## config.mk

```make
export PLATFORM = sky130hd
export DESIGN_NAME = wb_queue
export DESIGN_NICKNAME = d
export VERILOG_FILES = /design/src/rtl/wb_queue.sv
export SDC_FILE = /design/constraint.sdc
export NUM_CORES = 1
export LEC_CHECK = 0
export CORE_ASPECT_RATIO = 1.2
export CORE_MARGIN = 1.5
export CORE_UTILIZATION = 40
export DETAILED_ROUTE_END_ITERATION = 8
export GPL_TIMING_DRIVEN = 0
export PLACE_DENSITY = 0.73
export SLEW_MARGIN = 20
export SYNTH_ARGS = -nofsm -noshare
export SYNTH_HDL_FRONTEND = slang
export SYNTH_SLANG_ARGS = --single-unit
```

## constraint.sdc

```tcl
create_clock -name CLK -period 2.4 [get_ports CLK]
set_clock_uncertainty 0.15 [all_clocks]
set_input_delay 0.48 -clock CLK [delete_from_list [all_inputs] [get_ports CLK]]
set_output_delay 0.48 -clock CLK [all_outputs]
set_load 0.005 [all_outputs]
```

## src/rtl/wb_queue.sv

```systemverilog
// Write-back queue: a circular FIFO of {register, value} writes drained into the register file.
// Optional decode lookup of pending writes is built only when WB_QUEUE_FWD_EN is defined.
module wb_queue #(
  parameter int W     = 8,
  parameter int D     = 3,
  parameter int DEPTH = 4
) (
  input  logic                       CLK,
  input  logic                       Reset,
  input  logic                       InValid,
  output logic                       InReady,
  input  logic [D-1:0]               InReg,
  input  logic [W-1:0]               InValue,
  input  logic                       Stall,
  output logic                       WriteReg,
  output logic [D-1:0]               WReg,
  output logic [W-1:0]               WriteValue,
  input  logic [D-1:0]               LookReg,
  output logic                       LookHit,
  output logic [W-1:0]               LookValue,
  output logic [$clog2(DEPTH):0]     Count,
  output logic                       Empty
);

  localparam int AW = $clog2(DEPTH);
  localparam int CW = AW + 1;

  // Entry storage is never reset; only the pointers and count define validity.
  logic [D-1:0]  reg_mem [DEPTH];
  logic [W-1:0]  val_mem [DEPTH];

  logic [AW-1:0] head_reg;
  logic [AW-1:0] head_next;
  logic [AW-1:0] tail_reg;
  logic [AW-1:0] tail_next;
  logic [CW-1:0] count_reg;
  logic [CW-1:0] count_next;

  logic push;
  logic pop;
  logic empty;

  assign empty   = (count_reg == '0);
  // Fullness is judged on the current count, so a same-cycle pop never makes room.
  assign InReady = (count_reg != CW'(DEPTH));
  assign push    = InValid && InReady;
  assign pop     = !empty && !Stall;

  assign WriteReg   = pop;
  assign WReg       = empty ? '0 : reg_mem[head_reg];
  assign WriteValue = empty ? '0 : val_mem[head_reg];
  assign Count      = count_reg;
  assign Empty      = empty;

  always_ff @(posedge CLK) begin
    if (push) begin
      reg_mem[tail_reg] <= InReg;
      val_mem[tail_reg] <= InValue;
    end
  end

  always_comb begin
    head_next  = head_reg;
    tail_next  = tail_reg;
    count_next = count_reg;
    if (push) begin
      tail_next = tail_reg + AW'(1);
    end
    if (pop) begin
      head_next = head_reg + AW'(1);
    end
    case ({push, pop})
      2'b10:   count_next = count_reg + CW'(1);
      2'b01:   count_next = count_reg - CW'(1);
      default: count_next = count_reg;
    endcase
  end

  always_ff @(posedge CLK or posedge Reset) begin
    if (Reset) begin
      head_reg  <= '0;
      tail_reg  <= '0;
      count_reg <= '0;
    end else begin
      head_reg  <= head_next;
      tail_reg  <= tail_next;
      count_reg <= count_next;
    end
  end

`ifdef WB_QUEUE_FWD_EN
  // Offsets are in age order from the head, so the last match in the scan is the youngest.
  logic [AW-1:0] slot_idx [DEPTH];
  logic [DEPTH-1:0] live;
  logic [DEPTH-1:0] match;
  logic          look_hit_next;
  logic [W-1:0]  look_value_next;

  generate
    for (genvar gi = 0; gi < DEPTH; gi++) begin : g_look
      assign slot_idx[gi] = head_reg + AW'(gi);
      assign live[gi]     = (CW'(gi) < count_reg);
      assign match[gi]    = live[gi] && (reg_mem[slot_idx[gi]] == LookReg);
    end
  endgenerate

  always_comb begin
    look_hit_next   = 1'b0;
    look_value_next = '0;
    for (int k = 0; k < DEPTH; k++) begin
      if (match[k]) begin
        look_hit_next   = 1'b1;
        look_value_next = val_mem[slot_idx[k]];
      end
    end
  end

  assign LookHit   = look_hit_next;
  assign LookValue = look_value_next;
`else
  logic unused_look;
  assign unused_look = ^LookReg;
  assign LookHit     = 1'b0;
  assign LookValue   = '0;
`endif

endmodule

```

==> results.txt <==
----------------------------------------------------
[Cells and area]
  Layout Utilization ... 53.6%
  Number of flip-flops in the largest register ... 32
  Top library cells by usage in the layout, fill and taps aside ... edfxtp_1 (44), clkdlybuf4s50_1 (20), buf_4 (18)
  Commonest non-fill, non-tap cell in the layout ... edfxtp_1
  Non-filler cells, final ... 237
  P&R area growth vs syn ... 30.5%
  Largest register by flop count ... val_mem
  Number of nets in the layout ... 198
  Antenna diode count ... 0
  Fraction of final layout cells sized beyond drive strength 1 ... 36.6%
  Finished Cell Area ... 2820 sq um

[Yosys]
  Synth warn ... 0
  Fraction of registers with async set or reset after synthesis ... 13.7%
  Number of standard cells after synthesis ... 117
  Average footprint of a synthesized cell ... 18.5 sq um
  Post-synthesis cell type count ... 21
  Post-synthesis sequential element count ... 51
  Number of enable flip-flop cells after synthesis ... 44
  Synthesized area ... 2160 sq um
  Main flop type after synthesis ... edfxtp_1
  Sequential area share after synthesis ... 69.2%

[Global routing]
  Global routing's busiest layer ... met2
  Antenna violations before repair ... 0
  Met1 GRT Util ... 16.5%
  Met2 track demand over resource ... 26.0%
  Met3 Track Usage GR ... 4.47%
  Pin count of the biggest net entering global routing ... 16
  Global-route wire length before repair ... 6.31 mm
  Overall overflow remaining after global route ... 0
  GRT Resource Usage Total ... 14.6%
  Via count of the first global-routing pass ... 1,224

[CTS]
  Number of hold buffers added after CTS ... 0
  Clock-pin slew on the worst setup and hold paths ... 0.09 ns
  Number of levels the H-tree was split into ... 2
  Library cell used as clock root buffer ... clkbuf_8
  CTS tree ... built
  Buffer depth of the longest clock path ... 2
  Total CTS buffers ... 5
  Worst-Skew Late Latency ... 0.30 ns
  Clock sink count ... 51

[Drt]
  Total number of vias ... 1,119
  Routed Antenna Nets ... 0
  Detailed Routing Iterations Pass 1 ... 4
  Number of vias per cell after detailed routing ... 4.72
  WL per Instance ... 16.6 um
  Drt drc ... 0
  Final WL ... 3.93 mm
  Number of DRC violations after detailed-routing iteration 0 ... 45

[Timing]
  Worst setup margin ... 0.0533 ns
  Final TNS setup ... 0 ns
  Fin Hold WS ... 0.270 ns
  Number of failing hold endpoints at the final stage ... 0
  Setup repair after global routing missed its margin ... yes
  Final min period ... 2.35 ns
  Max Clk Rate ... 0.426 GHz
  Final number of setup-violating endpoints ... 0
  Count of final max-slew check failures ... 0
  Post-route clock period utilization ... 97.8%

[Placement]
  Weighted congestion at the end of routability-driven global placement ... 0.681
  Dpl ws ... -0.111 ns
  Cell total after placement ... 218
  Placed inst area ... 2580 sq um
  Final HPWL from detailed placement ... 2.70 mm
  Count of input and output buffers ... 31

[Job]
  Max-capacitance violation count ... 0

[Status]
  Outcome ... completed

[Worst setup path]
  Launch instance of the worst register-to-register path ... Count[1]$_DFFE_PP0P_
  Capturing element of the worst setup path ... Count[2]$_DFFE_PP0P_
  Setup slack on the worst flop-to-flop path ... 0.05 ns
  Nature of the critical path startpoint ... register
  Data arrival at the endpoint of the critical path ... 2.42 ns
  Type of the setup path with the least slack ... register to register
  Count of cells along the worst register-to-register path ... 9
  Start point of the critical path ... Count[1]$_DFFE_PP0P_
  Maximum fanout count along the critical path ... 6
  Sort of element at the end of the critical path ... register
  FF-to-FF End ... Count[2]$_DFFE_PP0P_
  Required time of the worst setup path ... 2.47 ns

[Floorplan]
  Total I/O pin count ... 44
  Y dimension of the die ... 83.5 um
  Number of placement rows ... 29
  Horizontal die dimension ... 70.1 um
  Core area ... 5260 sq um
  Die Footprint ... 5860 sq um
  Effective utilization at floorplan ... 41.1%

[Power]
  Leakage power of the design ... 1.09 nW
  PnR Total Power ... 3.33 mW
  Worst supply voltage drop on vdd ... 0.699 mV
  Power density normalized to cell area ... 1180 nW/um^2

[Hold path]
  Path class of the lowest-slack min-delay path ... input pin to async pin

----------------------------------------------------
## cell usage after synthesis, types with 2 or more instances
master | instances | share of area [%]
xor2_1 | 4 | 1.6
and3_2 | 4 | 1.4
xnor2_1 | 2 | 0.81
buf_4 | 9 | 3.1
buf_2 | 2 | 0.46
inv_1 | 7 | 1.2
nor2_1 | 2 | 0.35
mux4_2 | 11 | 11
dfrtp_1 | 7 | 8.1
ha_1 | 5 | 2.9
edfxtp_1 | 44 | 61
nor2b_1 | 11 | 3.2
## critical path: stages, from the launching register on
cell and delay [ns]:
dfrtp_2 0.45, or3b_4 0.42, and2_4 0.19, inv_1 0.05, ha_2 0.17, inv_1 0.05, fa_1 0.37, xor2_1 0.15
nor2_1 0.11, xor2_1 0.15
## cell type report
type / count / area, sq um
tap: 62 / 77.6
inverter: 7 / 26.3
multi-input combinational: 55 / 607
clock inverter: 2 / 35.0
fill: 416 / 2440
timing repair buffer: 42 / 385
clock buffer: 6 / 82.6
sequential: 51 / 1500
buffer: 12 / 106
## power by group
group / internal (mW) / switching, mW
Combinational: 0.843 / 0.571
Clock: 0.337 / 0.267
Sequential: 1.20 / 0.106
Total: 2.38 / 0.944
## what timing repair did
action,CTS,global route
endpoints found under the setup margin,13,13
resized for setup,28,19
pin swaps,2,1
buffers inserted,6,5
hold endpoints to repair,0,0
## kinds of logic (layout without fill, tap and decap cells)
group                      Yosys count  in the layout  synth area share [%]
DFF                                 51             51                  69.2
muxes                               13             13                  12.6
and+or+nand+nor                     21             21                  6.42
other                                1              9                 0.173
buffers and inverters               19             69                  5.32
adders and majority gates            6              6                  3.82
xor gates and xnor gates             6              6                  2.43
## how the worst min path moves through the flow
stage / endpoint / slack (ns) / depth (start not counted) / start
floorplan: Count[0]$_DFFE_PP0P_ / 0.13 / 1 / Reset
global placement: Count[2]$_DFFE_PP0P_ / 0.36 / 1 / Count[2]$_DFFE_PP0P_
detailed placement: Count[2]$_DFFE_PP0P_ / 0.37 / 1 / Count[2]$_DFFE_PP0P_
CTS: Count[1]$_DFFE_PP0P_ / 0.28 / 2 / Reset
global route: Count[1]$_DFFE_PP0P_ / 0.28 / 2 / Reset
finish: Count[1]$_DFFE_PP0P_ / 0.27 / 2 / Reset
## layer usage
| metal | wire length [um] | vias to the layer above |
|---|---|---|
| met2 | 2150 | 33 |
| met5 | 0 | - |
| met4 | 55 | 0 |
| li1 | - | 525 |
| met3 | 189 | 5 |
| met1 | 1540 | 556 |
(Power assumes the default switching activity.)
